[config.mk]
export PLATFORM = sky130hd
export DESIGN_NAME = vx_decode_sched_tracker
export DESIGN_NICKNAME = d
export VERILOG_FILES = /design/src/rtl/vx_decode_sched_tracker_pkg.sv /design/src/rtl/vx_decode_sched_tracker_rr_arbiter.sv /design/src/rtl/vx_decode_sched_tracker.sv
export SDC_FILE = /design/constraint.sdc
export NUM_CORES = 1
export LEC_CHECK = 0
export BUFFER_PORTS_ARGS = -buffer_cell sky130_fd_sc_hd__buf_4
export CORE_MARGIN = 4
export CORE_UTILIZATION = 55
export CTS_CLUSTER_DIAMETER = 50
export DETAILED_ROUTE_END_ITERATION = 6
export PLACE_DENSITY = 0.77
export SETUP_SLACK_MARGIN = 0.02
export SLEW_MARGIN = 20
export SYNTH_ARGS = -nofsm -noshare
export SYNTH_HDL_FRONTEND = slang
export SYNTH_HIERARCHICAL = 1
export SYNTH_SLANG_ARGS = --single-unit
export TNS_END_PERCENT = 100
[constraint.sdc]
create_clock -name clk -period 5.8 [get_ports clk]
set_clock_uncertainty 0.15 [all_clocks]
set_input_delay 0.87 -clock clk [delete_from_list [all_inputs] [get_ports clk]]
set_output_delay 0.87 -clock clk [all_outputs]
set_load 0.02 [all_outputs]
[src/rtl/vx_decode_sched_tracker_pkg.sv]
// rtl/vx_decode_sched_tracker_pkg.sv - shared warp state type and width helper
package vx_decode_sched_tracker_pkg;

  typedef enum logic [1:0] {
    WS_ACTIVE  = 2'd0,
    WS_BRANCH  = 2'd1,
    WS_BARRIER = 2'd2,
    WS_EXIT    = 2'd3
  } warp_state_t;

  // Index width for n items, never below one bit.
  function automatic int clog2_min1(input int n);
    return (n > 1) ? $clog2(n) : 1;
  endfunction

endpackage

[src/rtl/vx_decode_sched_tracker_rr_arbiter.sv]
// rtl/vx_decode_sched_tracker_rr_arbiter.sv - round-robin pick over pending unlocks, locked while stalled
module vx_decode_sched_tracker_rr_arbiter #(
  parameter int NUM_REQS = 4,
  parameter int IDX_W    = 2
) (
  input  logic                clk,
  input  logic                reset,
  input  logic [NUM_REQS-1:0] req_i,
  input  logic                ready_i,
  output logic                valid_o,
  output logic [IDX_W-1:0]    idx_o
);

  logic [IDX_W-1:0] ptr_q, ptr_d;
  logic             hold_q, hold_d;
  logic [IDX_W-1:0] hold_idx_q, hold_idx_d;
  logic [IDX_W-1:0] pick;
  logic [IDX_W-1:0] cand;

  assign valid_o = |req_i;
  // A grant the scheduler has not yet taken must not move, even if new requests appear.
  assign idx_o   = hold_q ? hold_idx_q : pick;

  // First requester at or after the pointer, wrapping; scanned downward so the nearest wins.
  always_comb begin
    pick = '0;
    cand = '0;
    for (int i = NUM_REQS - 1; i >= 0; i--) begin
      cand = IDX_W'((int'(ptr_q) + i) % NUM_REQS);
      if (req_i[cand]) pick = cand;
    end
  end

  // Pointer advances past the accepted index; lock state tracks an unaccepted offer.
  always_comb begin
    ptr_d      = ptr_q;
    hold_d     = valid_o && !ready_i;
    hold_idx_d = idx_o;
    if (valid_o && ready_i) begin
      ptr_d = (idx_o == IDX_W'(NUM_REQS - 1)) ? '0 : idx_o + 1'b1;
    end
  end

  // Pointer and lock registers.
  always_ff @(posedge clk or negedge reset) begin
    if (!reset) begin
      ptr_q      <= '0;
      hold_q     <= 1'b0;
      hold_idx_q <= '0;
    end else begin
      ptr_q      <= ptr_d;
      hold_q     <= hold_d;
      hold_idx_q <= hold_idx_d;
    end
  end

endmodule

[src/rtl/vx_decode_sched_tracker.sv]
// rtl/vx_decode_sched_tracker.sv - multi-lane decode feedback tracker with round-robin unlock notify
module vx_decode_sched_tracker
  import vx_decode_sched_tracker_pkg::*;
#(
  parameter int NUM_WARPS    = 4,
  parameter int NUM_CHANNELS = 2,
  parameter int STALL_CNT_W  = 2,
  parameter int NW_WIDTH     = clog2_min1(NUM_WARPS)
) (
  input  logic                         clk,
  input  logic                         reset,
  input  logic [NUM_CHANNELS-1:0]          in_valid,
  input  logic [NUM_CHANNELS*NW_WIDTH-1:0] in_wid,
  input  logic [NUM_CHANNELS-1:0]          in_stall,
  input  logic [NUM_CHANNELS-1:0]          in_unlock,
  input  logic [NUM_CHANNELS-1:0]          in_rvc,
  input  logic [NUM_CHANNELS*2-1:0]        in_next_state,
  output logic [NUM_WARPS-1:0]         stalled_mask,
  output logic [NUM_WARPS-1:0]         rvc_mask,
  output logic [NUM_WARPS*2-1:0]       warp_state,
  output logic                         unlock_valid,
  output logic [NW_WIDTH-1:0]          unlock_wid,
  input  logic                         unlock_ready,
  output logic                         err_overflow,
  output logic                         err_underflow
);

  // Signed width that holds count plus the worst-case per-cycle delta without wrapping.
  localparam int DW = STALL_CNT_W + clog2_min1(NUM_CHANNELS) + 1;
  localparam logic signed [DW-1:0] ONE_S     = DW'(1);
  localparam logic signed [DW-1:0] ZERO_S    = '0;
  localparam logic signed [DW-1:0] CNT_MAX_S = DW'((1 << STALL_CNT_W) - 1);

  logic [NUM_WARPS-1:0] pending_q, pending_d;
  logic [NUM_WARPS-1:0] pend_set, pend_clr;
  logic [NUM_WARPS-1:0] ovf_vec, udf_vec;
  logic                 ovf_q, udf_q;

  for (genvar w = 0; w < NUM_WARPS; w++) begin : g_warp
    logic [STALL_CNT_W-1:0] cnt_q, cnt_d;
    logic                   rvc_q, rvc_d;
    warp_state_t            state_q, state_d;
    logic                   ovf, udf;
    logic signed [DW-1:0]   sum;

    // Fold every valid lane aimed at this warp; later lanes override rvc/state.
    always_comb begin
      sum     = $signed({{(DW-STALL_CNT_W){1'b0}}, cnt_q});
      rvc_d   = rvc_q;
      state_d = state_q;
      cnt_d   = cnt_q;
      ovf     = 1'b0;
      udf     = 1'b0;
      for (int c = 0; c < NUM_CHANNELS; c++) begin
        if (in_valid[c] && (in_wid[c*NW_WIDTH +: NW_WIDTH] == NW_WIDTH'(w))) begin
          if (in_stall[c])  sum = sum + ONE_S;
          if (in_unlock[c]) sum = sum - ONE_S;
          rvc_d = in_rvc[c];
          if (state_q != WS_EXIT) state_d = warp_state_t'(in_next_state[c*2 +: 2]);
        end
      end
      if (sum > CNT_MAX_S) begin
        cnt_d = '1;
        ovf   = 1'b1;
      end else if (sum < ZERO_S) begin
        cnt_d = '0;
        udf   = 1'b1;
      end else begin
        cnt_d = sum[STALL_CNT_W-1:0];
      end
    end

    // Per-warp counter, rvc flag and state registers.
    always_ff @(posedge clk or negedge reset) begin
      if (!reset) begin
        cnt_q   <= '0;
        rvc_q   <= 1'b0;
        state_q <= WS_ACTIVE;
      end else begin
        cnt_q   <= cnt_d;
        rvc_q   <= rvc_d;
        state_q <= state_d;
      end
    end

    assign pend_set[w]           = (cnt_q != '0) && (cnt_d == '0);
    assign ovf_vec[w]            = ovf;
    assign udf_vec[w]            = udf;
    assign stalled_mask[w]       = (cnt_q != '0);
    assign rvc_mask[w]           = rvc_q;
    assign warp_state[w*2 +: 2]  = state_q;
  end

  // Accepted notification clears its bit; a fresh drain to zero in the same cycle re-arms it.
  always_comb begin
    pend_clr  = '0;
    if (unlock_valid && unlock_ready) pend_clr = NUM_WARPS'(1) << unlock_wid;
    pending_d = (pending_q & ~pend_clr) | pend_set;
  end

  // Pending bits and sticky error flags.
  always_ff @(posedge clk or negedge reset) begin
    if (!reset) begin
      pending_q <= '0;
      ovf_q     <= 1'b0;
      udf_q     <= 1'b0;
    end else begin
      pending_q <= pending_d;
      ovf_q     <= ovf_q | (|ovf_vec);
      udf_q     <= udf_q | (|udf_vec);
    end
  end

  assign err_overflow  = ovf_q;
  assign err_underflow = udf_q;

  vx_decode_sched_tracker_rr_arbiter #(
    .NUM_REQS (NUM_WARPS),
    .IDX_W    (NW_WIDTH)
  ) u_rr (
    .clk     (clk),
    .reset   (reset),
    .req_i   (pending_q),
    .ready_i (unlock_ready),
    .valid_o (unlock_valid),
    .idx_o   (unlock_wid)
  );

endmodule

======== Word level (Yosys, flattened, before mapping) ========
Cells that the tools add are included.
word-level totals
  bits of input ports ..................... 19
  register bits ........................... 31
  latch bits .............................. 0
  bits in writable memories ............... 0
  output and inout port bits .............. 21
  ROM bits ................................ 0
  memories ................................ 0
operators by class
  reduce and logical (&&, ||, !) cells .... 32
  multiplexer cells ....................... 91
  div/mod/pow operators ................... 0
  $add $sub $neg .......................... 20
  eq/ne operators ......................... 11
  shift operators ......................... 1
  $lt $le $gt $ge ......................... 12
  $mul .................................... 0
  bitwise logic cells ..................... 5
operators with widths
  operator               number
  $mux W4                29
  $mux W2                30
  $sub A4 B2 Y4 const B  8
  $mux W1                24
  $add A4 B2 Y4 const B  4
  $gt A4 B3 Y1 const B   4
  $lt A4 B1 Y1 const B   4
  $reduce_bool A2 Y1     8
  $logic_and A1 B1 Y1    14
  $add A2 B1 Y3 const B  4
  $logic_not A2 Y1       6
  $lt A2 B3 Y1 const B   4
  $mux W3                4
  $reduce_or A4 Y1       3
  $eq A2 B2 Y1 const B   5
  $bmux W1 S2            4
  $ne A2 B2 Y1 const B   4
  $add A2 B1 Y2 const B  2
  $add A2 B2 Y2 const B  2
  $and A4 B4 Y4          1
  $eq A2 B1 Y1 const B   2
  $not A4 Y4             1
  $or A4 B4 Y4           1
  $shl A1 B2 Y4 const A  1
  other kinds (2)        3

======== Longest topological paths before layout ========
Gate-level depths: netlist of the first run.
  depth after elaboration ................. 18
  depth in mapped cells ................... 18
  depth with buffers taken out ............ 18

======== Hierarchy ========
The synthesis of the first run kept the hierarchy.
by module, submodules not included
  module                              cells an instance  instances  area each (um^2)
  vx_decode_sched_tracker             339                1          2698.8
  vx_decode_sched_tracker_rr_arbiter  31                 1          315.3

======== Worst setup path after synthesis of the first run ========
OpenSTA, ideal clock, no wires.
  kind .................................... input to register
  from .................................... input port in_unlock[0]
  to ...................................... register udf_q (netlist: err_underflow)
  data arrival time ....................... 3.959 ns
  stages .................................. 11
  path slack .............................. 1.560 ns
  path buffers ............................ 0
  cells stage by stage .................... xnor2_1 nor2_1 xnor2_1 inv_1 ha_1 or3_1 a2111o_1 a221oi_1 xor2_1 or3_1 or3_1
between the ends
  word-level cells in the longest chain between the ends .. 13
  elaborated cells on any way between the ends .. 50
  classes of those cells .................. add/sub (8); order compare (8); mux (32); bitwise (1); reduce/logical (1)
ends and longest elaborated chain
  element               RTL line                        source
  start, declared       vx_decode_sched_tracker.sv:15   input logic [NUM_CHANNELS-1:0] in_unlock,
  $mux W4               vx_decode_sched_tracker.sv:57   if (in_unlock[c]) sum = sum - ONE_S;
  $mux W4               vx_decode_sched_tracker.sv:55   if (in_valid[c] && (in_wid[c*NW_WIDTH +: NW_WIDTH] == NW_WIDTH'(w))) begin
  $add A4 B2 Y4         vx_decode_sched_tracker.sv:56   if (in_stall[c]) sum = sum + ONE_S;
  $mux W4               vx_decode_sched_tracker.sv:56
  $mux W4               vx_decode_sched_tracker.sv:55
  $sub A4 B2 Y4         vx_decode_sched_tracker.sv:57
  $mux W4               vx_decode_sched_tracker.sv:57
  $mux W4               vx_decode_sched_tracker.sv:55
  $lt A4 B1 Y1          vx_decode_sched_tracker.sv:65   end else if (sum < ZERO_S) begin
  $mux W1               vx_decode_sched_tracker.sv:65
  $mux W1               vx_decode_sched_tracker.sv:62   if (sum > CNT_MAX_S) begin
  $reduce_or A4 Y1 (*)  vx_decode_sched_tracker.sv:110  udf_q <= udf_q | (|udf_vec);
  $or A1 B1 Y1 (*)      vx_decode_sched_tracker.sv:110
  end signal, assigned  vx_decode_sched_tracker.sv:110
  end, declared         vx_decode_sched_tracker.sv:37   logic ovf_q, udf_q;
Mark *: on every way between the ends. The rest lies on a longest branch, timed or not. The select of a mux whose other input is x is not followed.
A chain may end at the register's enable or synchronous reset.

======== Worst setup path after layout of the first run ========
Ends and elaborated chain as after synthesis.

==> results.md, run 1 <==
* YS warnings at 6
* Total Neg Setup Slack at 0 ps
* Asr flop ratio synth at 1.00
* Vias at 2,873
* Antenna cells at 0
* GR Util All Layers at 0.243
* Clock slew at reported path FFs at about 70 ps
* CORE AREA at about 5200 sq um
* Leakage at between 1 and 1.5 nW
* Share of cells above drive strength 1 at 0.140
* FF+latch count, synth at 31
* Largest area contributor in the netlist: dfrtp_1
* Worst skew pair latency at 290 ps
* Mapped Area at ~3000 sq um
* Area fraction in compound gates after synthesis at 0.236
* Tot Pwr at 1.48 mW
* CP Capture Type: register
* Mean area per synthesized cell at 8.15 sq um
* Post-synthesis sequential area ratio at 0.257
* Synth Area in Simple Gates at 0.260
* Postcts setup bufs at 0
* Worst Hold Class: in -> async
* Area Growth Syn to Fin at 13.1%
* Final Hold Viols at 0
* Drt total wl at 7610 um
* Critical-path top delay cell: xnor2_1
* Detailed placer's ending HPWL at 5780 um
* Register area at 776 sq um
* Largest vdd supply drop at 0.193 mV
* RSZ-0062 raised after global routing: false
* Crit path required time at 5820 ps
* Final GP Congestion at 0.909
* Routed Antenna Nets at 0
* First-pass GRT wire length at 12,700 um
* Cells along the critical path: buf_4, xnor2_1, nor2_1, xnor2_1, inv_1, ha_1, or3_1, a2111o_1, a221oi_1, xor2_1, or3_1, or3_1
* Vias in the first global route at 2,637
* IO buf count at 39
* Relative slew margins at 0.503
* 1st-iter DRT viols at 186
* Fmax at 221 MHz
* Max incr delay on CP at about 500 ps
* Status: finished, final reports clean
* Reg-to-Reg Start: g_warp[3].cnt_q[0]$_DFF_PN0_
* Actual slew at the worst max-slew pin at 740 ps
* Total congestion overflow at 0
* Ys flop type: dfrtp_1
* Max Cap Viol at 0
* Largest net degree at the start of global routing at 32
* Initial antenna violation count at 0
* Critical path's top delay family: XOR/XNOR gates
* CTS Hold Buffers Added at 0
* Clk root buf: clkbuf_8
* R2r endpoint: err_underflow$_DFF_PN0_
* Post-synthesis xor/xnor area fraction at 0.0843
* Area contributors post-synth: dfrtp_1, ha_1, xnor2_1
* WP buf/inv at 2
* # setup viols final at 0
* Netlist cell types at 64
* Die width at 82.0 um
* DR DRC count at 0
* Fin crit share at 0.779
* CTS tree: built
* R2r setup slk at 1530 ps
* Post-Synth Adder-Cell Area at 0.0706
* CP arrival at 4530 ps
* Syn_nets at a little over 400
* # H-tree levels at 2
* Main combinational cell family by area after synthesis: simple AND/OR/NAND/NOR gates
* Crit-path max FO at 24
* Synth top area share at 0.257
* I/O pin cnt at 40
* Most frequent cells after synthesis: nand2_1, nor2_1, dfrtp_1, o21ai_0, inv_1
* Mux contribution to synthesized area at 0.0336
* CTS-repair resized insts at 0
* Clock sink count at 31
* # fillers at 456
* Area occupied by multi-input gates at 2060 sq um
* CTS buffer count at 5
* Critical path startpoint category: input port
* Die height at slightly above 80 um
* Count leader, synth: nand2_1
* Most used cell, CP: or3_1
* Area of the die at between 6000 and 7000 sq um
* Pwr Density at 434 nW/um^2
* Row count at 26
* Fin nets at 435
* Final Critical Period at 4520 ps
* Cells after Synth at 370
* Via-per-instance ratio at 6.13
* Number of flops mapped to enable cells by yosys at 0
* WL per Instance at 16.2 um
* Crit Path Class: in -> reg
* Initial core utilization at 0.579
* DR pass1 iterations at 6
* FF-to-FF path depth at 12
* CTS max path bufs at 2
* Max Slew Vio Count at 0
-- where the power goes --
part | total (mW) | switching, mW | internal, mW
Sequential | 0.413 | 0.113 | 0.299
Combinational | 0.892 | 0.500 | 0.391
Clock | 0.175 | 0.0824 | 0.0930
Total | 1.48 | 0.696 | 0.784
-- logic make-up (layout without fill, tap and decap cells) --
group,after synthesis,in the layout
AO/OA/AOI/OAI,95,95
XOR/XNOR,29,29
adder cells (fa/ha/maj),17,17
buffers and inverters,42,71
flip-flops,31,31
multiplexers,10,10
AND/OR/NAND/NOR,146,146
-- routing by layer --
metal | global-route usage | routed length, um | up-vias
met3 | 0.0230 | 571 | 10
met1 | 0.334 | 3510 | 1332
li1 | - | - | 1414
met2 | 0.393 | 3420 | 117
met5 | 0 | 0 | -
met4 | 0.0897 | 107 | 0
-- cell type report --
class / count / area share
clock inverter: 1 / 0.00147
sequential: 31 / 0.228
clock buffer: 6 / 0.0242
inverter: 23 / 0.0253
tap: 70 / 0.0257
timing repair buffer: 41 / 0.0903
multi-input combinational: 297 / 0.605
-- sequential cells by signal (all words and copies together), names as in the netlist --
signal,cells
err_overflow,1
err_underflow,1
g_warp.cnt_q,8
g_warp.rvc_q,4
g_warp.state_q,8
pending_q,4
u_rr/hold_idx_q,2
u_rr/hold_q,1
u_rr/ptr_q,2
-- worst max path at each step --
| stage | startpoint | to | slack (ps) | depth (start not counted) |
|---|---|---|---|---|
| finish | in_unlock[0] | err_underflow$_DFF_PN0_ | 1280 | 12 |
| global route | in_stall[0] | err_underflow$_DFF_PN0_ | 1040 | 12 |
| global placement | in_stall[0] | err_underflow$_DFF_PN0_ | 1180 | 12 |
| detailed placement | in_stall[0] | err_underflow$_DFF_PN0_ | 1010 | 12 |
| CTS | in_stall[0] | err_underflow$_DFF_PN0_ | 1320 | 12 |
| floorplan | in_unlock[0] | err_underflow$_DFF_PN0_ | 1560 | 11 |
-- layout by cell type (no fill, tap or decap), drive strengths merged, types with 5 or more instances in the layout --
cell type and n:
a221o 7, nand3 7, and3 5, nand2 40
a211oi 7, a22oi 10, ha 17, inv 23
a21oi 8, nor2b 6, nor2 34, o21ai 25
mux2i 9, xor2 9, clkbuf 6, xnor2 20
dfrtp 31, or3 5, and2 10, buf 41
nand4 5
-- stage by stage --
step / utilization / hold WS [ps] / instances / setup slack [ps] / cell area (sq um)
floorplan: - / 367 / 370 / 1560 / 3010
global placement: 0.638 / 359 / 462 / 1180 / 3320
detailed placement: 0.638 / 374 / 462 / 1010 / 3320
CTS: 0.655 / 368 / 469 / 1320 / 3410
global route: 0.655 / 389 / 469 / 1040 / 3410
finish: 0.655 / 357 / 469 / 1280 / 3410
Power figures use the tool's default switching activity.
==> inputs of run 2 (changes only) <==
--- a/config.mk
+++ b/config.mk
@@ -5,12 +5,13 @@
 export SDC_FILE = /design/constraint.sdc
 export NUM_CORES = 1
 export LEC_CHECK = 0
+export ABC_AREA = 1
 export BUFFER_PORTS_ARGS = -buffer_cell sky130_fd_sc_hd__buf_4
 export CORE_MARGIN = 4
 export CORE_UTILIZATION = 55
 export CTS_CLUSTER_DIAMETER = 50
 export DETAILED_ROUTE_END_ITERATION = 6
-export PLACE_DENSITY = 0.77
+export PLACE_DENSITY = 0.76
 export SETUP_SLACK_MARGIN = 0.02
 export SLEW_MARGIN = 20
 export SYNTH_ARGS = -nofsm -noshare
==> constraint.sdc (replaced) <==
create_clock -name clk -period 4.69 [get_ports clk]
set_clock_uncertainty 0.15 [all_clocks]
set_input_delay 0.7035 -clock clk [delete_from_list [all_inputs] [get_ports clk]]
set_output_delay 0.7035 -clock clk [all_outputs]
set_load 0.02 [all_outputs]
==> run 2 against run 1 <==
Net effect: sequential share of layout area shrank 1.6 points; count of clock-buffer cells in the layout is the same; highest routed layer unchanged; largest power group unchanged; power grew 18%; global-route usage grew 0.35 points; final cell count grew 35%; combinational power grew 14%; sequential power grew 7.0%; critical path depth grew 12; area after synthesis grew 7.3%; final area grew 7.6%; first-iteration DRC count grew 78%; flip-flop and latch count is the same.
==> results.md, run 2 <==
* Status: finished, final reports clean
* Mapped Area at 3240 sq um (+7.3%)
* Antenna cells at 0 (unchanged)
* Detailed placer's ending HPWL at 6850 um (+18%)
* Pwr Density at 474 nW/um^2 (+9.2%)
* Final setup margin at 1650 ps (+369 ps)
* Clk pwr share at 0.162 (+0.043)
* Most frequent cells after synthesis: nand2_1, inv_1, nand3_1, dfrtp_1, nor2_1
* Final Critical Period at 3040 ps
* Asr flop ratio synth at 1.00 (unchanged)
* Postcts setup bufs at 0 (unchanged)
* WL per Instance at 13.6 um (-16%)
* Total Neg Setup Slack at 0 ps (unchanged)
* Internal at 0.900 mW (+15%)
* Clock sink count at 31 (unchanged)
* Via-per-instance ratio at 5.50 (-10%)
* Netlist cell types at 37 (-42%)
* Worst skew pair latency at 290 ps (about the same)
* Fmax at 329 MHz
* Crit-path max FO at 5 (-79%)
* DR DRC count at 0 (unchanged)
* Commonest cells after routing, fill and taps aside: nand2_1, inv_1, nand3_1, buf_4, dfrtp_1
* Area Growth Syn to Fin at 13.3%
* Part of the power in registers at 0.254 (-0.025)
* Total congestion overflow at 0 (unchanged)
* Fin nets at 595 (+37%)
* R2r endpoint: err_overflow$_DFF_PN0_
* Final GP Congestion at 0.874 (-3.8%)
* Drt total wl at 8630 um (+13%)
* Critical path startpoint category: register
* Synth top area share at 0.240 (-0.0176)
* DR pass1 iterations at 6 (unchanged)
* Initial antenna violation count at 0 (unchanged)
* Share of cells above drive strength 1 at 0.171 (+0.0311)
* Worst Hold Class: in -> async
* Mean area per synthesized cell at 6.16 sq um (-24%)
* CP Capture Type: register
* FF-to-FF path depth at 24 (+12)
* # H-tree levels at 2 (unchanged)
* Max Slew Vio Count at 0 (unchanged)
* Top flop regs: g_warp.cnt_q x8, g_warp.state_q x8
* Most common cell after layout, fill and taps aside: nand2_1
* Final Hold Viols at 0 (unchanged)
* CTS max path bufs at 2 (unchanged)
* RSZ-0062 raised after global routing: false
* Post-synthesis sequential area ratio at 0.240 (-0.0176)
* GR Util All Layers at 0.247 (+0.00348)
* Clock slew at reported path FFs at 70 ps (about the same)
* Actual slew at the worst max-slew pin at 896 ps (+157 ps)
* Number of flops mapped to enable cells by yosys at 0 (unchanged)
* # setup viols final at 0 (unchanged)
* FF+latch count, synth at 31 (unchanged)
* Fin util at 0.654 (-0.00108)
* Routed Antenna Nets at 0 (unchanged)
* IO buf count at 39 (unchanged)
* Initial core utilization at 0.577 (-0.00211)
* CTS buffer count at 5 (unchanged)
* Largest net degree at the start of global routing at 32 (unchanged)
* Worst slack, placed at 1400 ps (+393 ps)
* Combinational fraction of design power at 0.585 (-0.018)
* Largest vdd supply drop at 0.269 mV (+40%)
* Vias at 3,476 (+21%)
* Ys flop type: dfrtp_1
* CTS-repair resized insts at 0 (unchanged)
* First-pass GRT wire length at 14,500 um (+14%)
* Net switching fraction of the power at 0.482 (+0.0117)
* R2r setup slk at 1650 ps (+120 ps)
* Clk root buf: clkbuf_8
* Max Cap Viol at 0 (unchanged)
* Largest area contributor in the netlist: dfrtp_1
* Area of the die at 7170 sq um (+6.6%)
* Row count at 27 (+3.8%)
* Crit path required time at 4720 ps (-1100 ps)
* Reg-to-Reg Start: g_warp[3].cnt_q[0]$_DFF_PN0_
* Leakage at 2.05 nW (+38%)
* CORE AREA at 5610 sq um (+7.7%)
* Die height at 84.7 um (+3.3%)
* Vias in the first global route at 3,126 (+19%)
* CP arrival at 3060 ps (-1470 ps)
* CTS Hold Buffers Added at 0 (unchanged)
* Count leader, synth: nand2_1
* Syn_nets at 561 (+38%)
* YS warnings at 6 (unchanged)
* 1st-iter DRT viols at 331 (+78%)
* Cells after Synth at 525 (+42%)
* Relative slew margins at 0.398 (-0.105)
* I/O pin cnt at 40 (unchanged)
* NetSw at 0.838 mW (+20%)
* CTS tree: built
* Area contributors post-synth: dfrtp_1, nand2_1, nand3_1
* Fin crit share at 0.647
* Crit Path Class: reg -> reg
* Die width at 84.7 um (+3.3%)
-- run 2: changes by cell type after synthesis, moves of 10 or more --
cell	change
and2_1	-10
clkbuf_1	-11
inv_1	+57
nand2_1	+122
nand2_2	+16
nand3_1	+66
o22ai_1	+11
xnor2_1	-19
-- run 2: how the worst max path moves through the flow --
stage | end | slack (ps) | from
finish | err_overflow$_DFF_PN0_ | 1650 | g_warp[3].cnt_q[0]$_DFF_PN0_
floorplan | pending_q[2]$_DFF_PN0_ | 1870 | in_stall[0]
global placement | pending_q[1]$_DFF_PN0_ | 1450 | in_wid[1]
CTS | pending_q[0]$_DFF_PN0_ | 1680 | g_warp[0].cnt_q[0]$_DFF_PN0_
global route | pending_q[1]$_DFF_PN0_ | 1360 | g_warp[1].cnt_q[0]$_DFF_PN0_
detailed placement | pending_q[1]$_DFF_PN0_ | 1400 | in_wid[1]
-- run 2: worst max-delay path, cell delays in order, from the launching register on --
cell and delay (ps):
dfrtp_1 420, inv_1 120, ha_1 300, inv_1 50, nand2_1 40, nand2_1 130, inv_1 60, nand2_1 60
nand3_1 120, nand2_1 80, inv_1 50, ha_1 260, nand2_1 70, nand2_1 60, inv_1 80, ha_1 160
nand2_1 60, nand2_1 70, nand3_1 80, nand2_1 160, inv_1 50, nand3_1 100, nand2_1 60, nor2_1 80
nand2_1 50
-- run 2: logic make-up (layout without fill, tap and decap cells) --
| family | Yosys count | after routing | share of synthesized area |
|---|---|---|---|
| xor+xnor | 1 | 1 | 0.00271 |
| compound gates | 55 | 55 | 0.0963 |
| buf+inv | 104 | 139 | 0.135 |
| fa+ha+maj | 17 | 17 | 0.0657 |
| simple gates | 317 | 317 | 0.461 |
| flops | 31 | 31 | 0.240 |
-- run 2: layer usage --
layer	GRT usage	vias up	share of wire
met5	0	-	0
met4	0.0647	0	0.015
met3	0.0324	16	0.070
met2	0.417	117	0.48
met1	0.331	1578	0.43
li1	-	1765	-
-- run 2: power groups by stage --
stage | Combinational, mW | Clock, mW | Sequential [mW]
after floorplan | 0.767 | 0 | 0.431
after global placement | 0.979 | 0 | 0.442
after detailed placement | 1.01 | 0 | 0.444
after CTS | 1.01 | 0.287 | 0.440
after global routing | 1.16 | 0.300 | 0.455
final | 1.02 | 0.281 | 0.442
-- run 2: per-stage QoR --
step / cells / hold slack (ps) / area, sq um / power (mW)
2_1_floorplan: 525 / 258 / 3240 / 1.20
3_3_place_gp: 624 / 327 / 3540 / 1.42
3_5_place_dp: 624 / 326 / 3540 / 1.45
4_1_cts: 632 / 212 / 3660 / 1.74
5_1_grt: 632 / 232 / 3670 / 1.92
6_report: 632 / 207 / 3670 / 1.74
-- run 2: area by class of cell --
| class | count | area [sq um] |
|---|---|---|
| Clock buffer | 6 | 82.6 |
| Clock inverter | 2 | 35.0 |
| Fill cell | 552 | 1940 |
| Inverter | 91 | 349 |
| Multi-Input combinational cell | 390 | 2030 |
| Sequential cell | 31 | 776 |
| Tap cell | 72 | 90.1 |
| Timing Repair Buffer | 40 | 300 |
==> inputs of run 3 (changes only) <==
--- a/config.mk
+++ b/config.mk
@@ -5,13 +5,13 @@
 export SDC_FILE = /design/constraint.sdc
 export NUM_CORES = 1
 export LEC_CHECK = 0
-export ABC_AREA = 1
+export ABC_AREA = 0
 export BUFFER_PORTS_ARGS = -buffer_cell sky130_fd_sc_hd__buf_4
 export CORE_MARGIN = 4
 export CORE_UTILIZATION = 55
 export CTS_CLUSTER_DIAMETER = 50
 export DETAILED_ROUTE_END_ITERATION = 6
-export PLACE_DENSITY = 0.76
+export PLACE_DENSITY = 0.77
 export SETUP_SLACK_MARGIN = 0.02
 export SLEW_MARGIN = 20
 export SYNTH_ARGS = -nofsm -noshare
==> constraint.sdc (replaced) <==
create_clock -name clk -period 2.85 [get_ports clk]
set_clock_uncertainty 0.15 [all_clocks]
set_input_delay 0.4275 -clock clk [delete_from_list [all_inputs] [get_ports clk]]
set_output_delay 0.4275 -clock clk [all_outputs]
set_load 0.02 [all_outputs]
==> run 3 against run 2 <==
Net effect: the run now ends with negative setup slack left; sequential power rose by 79%; final cell count fell by 10%; flip-flop and latch count did not move; register-to-register slack got worse by 2500 ps; wire length rose by 26%; fmax fell by 19%; power rose by 140%; sequential share of layout area fell by 3.9 points; critical path depth fell by 12; clock power rose by 27%; combinational power rose to 3.0 times the previous value; count of clock-buffer cells in the layout fell by 1; largest power group unchanged.
==> results.md, run 3 (synthesis gave the netlist of run 1 again) <==
* Via-per-instance ratio at 6.31 (+15%)
* Cells along the critical path: inv_4, ha_4, and2_1, a221o_1, a22o_1, ha_2, or3_1, a2111o_1, a221oi_4, xor2_2, or3_1, or3_1
* Worst slack, placed at -920 ps (-2320 ps)
* Max Slew Vio Count at 0 (unchanged)
* Max Cap Viol at 0 (unchanged)
* Row count at 26 (-3.7%)
* RSZ-0062 raised after global routing: true
* Dpl cells at 541 (-13%)
* Hold_ws at 176 ps (-30.9 ps)
* Share of cells above drive strength 1 at 0.434 (+0.262)
* # H-tree levels at 2 (unchanged)
* 1st-iter DRT viols at 269 (-19%)
* Critical path startpoint category: register
* IO buf count at 39 (unchanged)
* DR pass1 iterations at 5 (-1)
* GR Util All Layers at 0.300 (+0.0539)
* I/O pin cnt at 40 (unchanged)
* Detailed placer's ending HPWL at 7030 um (+2.6%)
* Clk root buf: clkbuf_8
* Clock slew at reported path FFs at 70 ps (about the same)
* Top flop regs: g_warp.cnt_q x8, g_warp.state_q x8
* Relative slew margins at 0.617 (+0.219)
* Final setup margin at -887 ps (-2540 ps)
* First-pass GRT wire length at 15,400 um (+6.2%)
* CTS buffer count at 5 (unchanged)
* CTS max path bufs at 2 (unchanged)
* Worst skew pair latency at 290 ps (about the same)
* Area occupied by multi-input gates at 2400 sq um (+18%)
* Fmax at 268 MHz (-19%)
* Commonest cells after routing, fill and taps aside: buf_4, nand2_1, dfrtp_1, nor2_1, o21ai_0
* Vias at 3,585 (+3.1%)
* Die height at 82.0 um (-3.2%)
* Fin crit share at 1.31 (+0.664)
* Leakage at 2.03 nW (-0.64%)
* Area Growth Syn to Fin at 49.6%
* Final Critical Period at 3740 ps (+700 ps)
* Max incr delay on CP at 450 ps (+30 ps)
* Clock sink count at 31 (unchanged)
* Largest vdd supply drop at 0.675 mV (+150%)
* Crit-path max FO at 3 (-2)
* Crit path required time at 2870 ps (-1850 ps)
* Total Neg Setup Slack at -7260 ps (-7260 ps)
* Actual slew at the worst max-slew pin at 572 ps (-324 ps)
* Most common cell after layout, fill and taps aside: buf_4
* Crit Path Class: reg -> reg
* Antenna cells at 0 (unchanged)
* # setup viols final at 14 (+14)
* Fin cells at 568 (-10%)
* CORE AREA at 5200 sq um (-7.2%)
* # fillers at 288 (-48%)
* Register area at 777 sq um (+0.16%)
* Final GP Congestion at 0.934 (+6.9%)
* Routed Antenna Nets at 0 (unchanged)
* Vias in the first global route at 3,270 (+4.6%)
* WL per Instance at 19.1 um (+40%)
* DR DRC count at 0 (unchanged)
* Initial core utilization at 0.579 (+0.00211)
* Placed instance area at 4050 sq um (+15%)
* Finished layout cell area at 4510 sq um (+23%)
* CTS tree: built
* Largest net degree at the start of global routing at 32 (unchanged)
* Critical-path top delay cell: a2111o_1
* Fin nets at 533 (-10%)
* Area of the die at 6730 sq um (-6.2%)
* CP arrival at 3760 ps (+700 ps)
* Final Hold Viols at 0 (unchanged)
* Drt total wl at 10,900 um (+26%)
* Worst Hold Class: in -> reg
* Total congestion overflow at 0 (unchanged)
* Pwr Density at 939 nW/um^2 (+98%)
* Initial antenna violation count at 0 (unchanged)
* Most used cell, CP: or3_1
* Die width at 82.0 um (-3.2%)
* Status: finished, violations left
* CP Capture Type: register
* Failing checks: negative setup slack
-- run 3: stage by stage --
| stage | power (mW) | utilization |
|---|---|---|
| 3_5_place_dp | 3.25 | 0.779 |
| 4_1_cts | 3.86 | 0.833 |
| 5_1_grt | 4.51 | 0.866 |
| 3_3_place_gp | 3.15 | 0.779 |
| 2_1_floorplan | 2.31 | - |
| 6_report | 4.23 | 0.866 |
-- run 3: path summary, 6_finish.rpt --
| path | from | end | slack (ps) | depth (start not counted) |
|---|---|---|---|---|
| setup / recovery | g_warp[3].cnt_q[0]$_DFF_PN0_ | err_underflow$_DFF_PN0_ | -890 | 12 |
| hold / removal | unlock_ready | u_rr/hold_q$_DFF_PN0_ | 180 | 2 |
| setup reg to reg | g_warp[3].cnt_q[0]$_DFF_PN0_ | err_underflow$_DFF_PN0_ | -890 | 12 |
| hold reg to reg | err_overflow$_DFF_PN0_ | err_overflow$_DFF_PN0_ | 360 | 2 |
| max in group asynchronous | reset | g_warp[2].cnt_q[0]$_DFF_PN0_ | 1750 | 2 |
| min in group asynchronous | reset | u_rr/ptr_q[0]$_DFFE_PN0P_ | 460 | 2 |
-- run 3: layout make-up --
class / instances / share of cell area
multi-input cells: 297 / 0.532
repair buffers: 139 / 0.238
flip-flops and latches: 31 / 0.172
inverters: 23 / 0.0197
well taps: 70 / 0.0194
clock buffers: 5 / 0.0153
clock inverters: 3 / 0.00333
-- run 3: worst max-delay path, delay by kind of cell, from the launching register on --
kind                       cells  cell delay (ps)
and+or+nand+nor                4             1040
adders and majority gates      2              410
DFF                            1              420
AOI/OAI and AO/OA              4             1420
buffers and inverters          1               70
xor gates and xnor gates       1              120
-- run 3: layer usage --
layer,up-vias,share of wire,global-route usage,wire [um]
met4,0,0.038,0.105,410
met5,-,0,0,0
met2,203,0.49,0.495,5350
li1,1603,-,-,-
met3,49,0.072,0.0461,782
met1,1730,0.40,0.399,4310
-- run 3: power breakdown --
| group | internal (mW) | leakage (nW) | switching [mW] |
|---|---|---|---|
| clock network | 0.167 | 0.0477 | 0.189 |
| registers | 0.610 | 0.352 | 0.178 |
| logic | 1.58 | 1.63 | 1.51 |
| total | 2.36 | 2.03 | 1.88 |
-- run 3: what timing repair did --
item,in CTS,in global routing
resized for setup,27,25
hold endpoints to repair,31,0
setup endpoints to repair,14,14
setup buffers,12,11
hold buffers,1,0
pin swaps,23,29
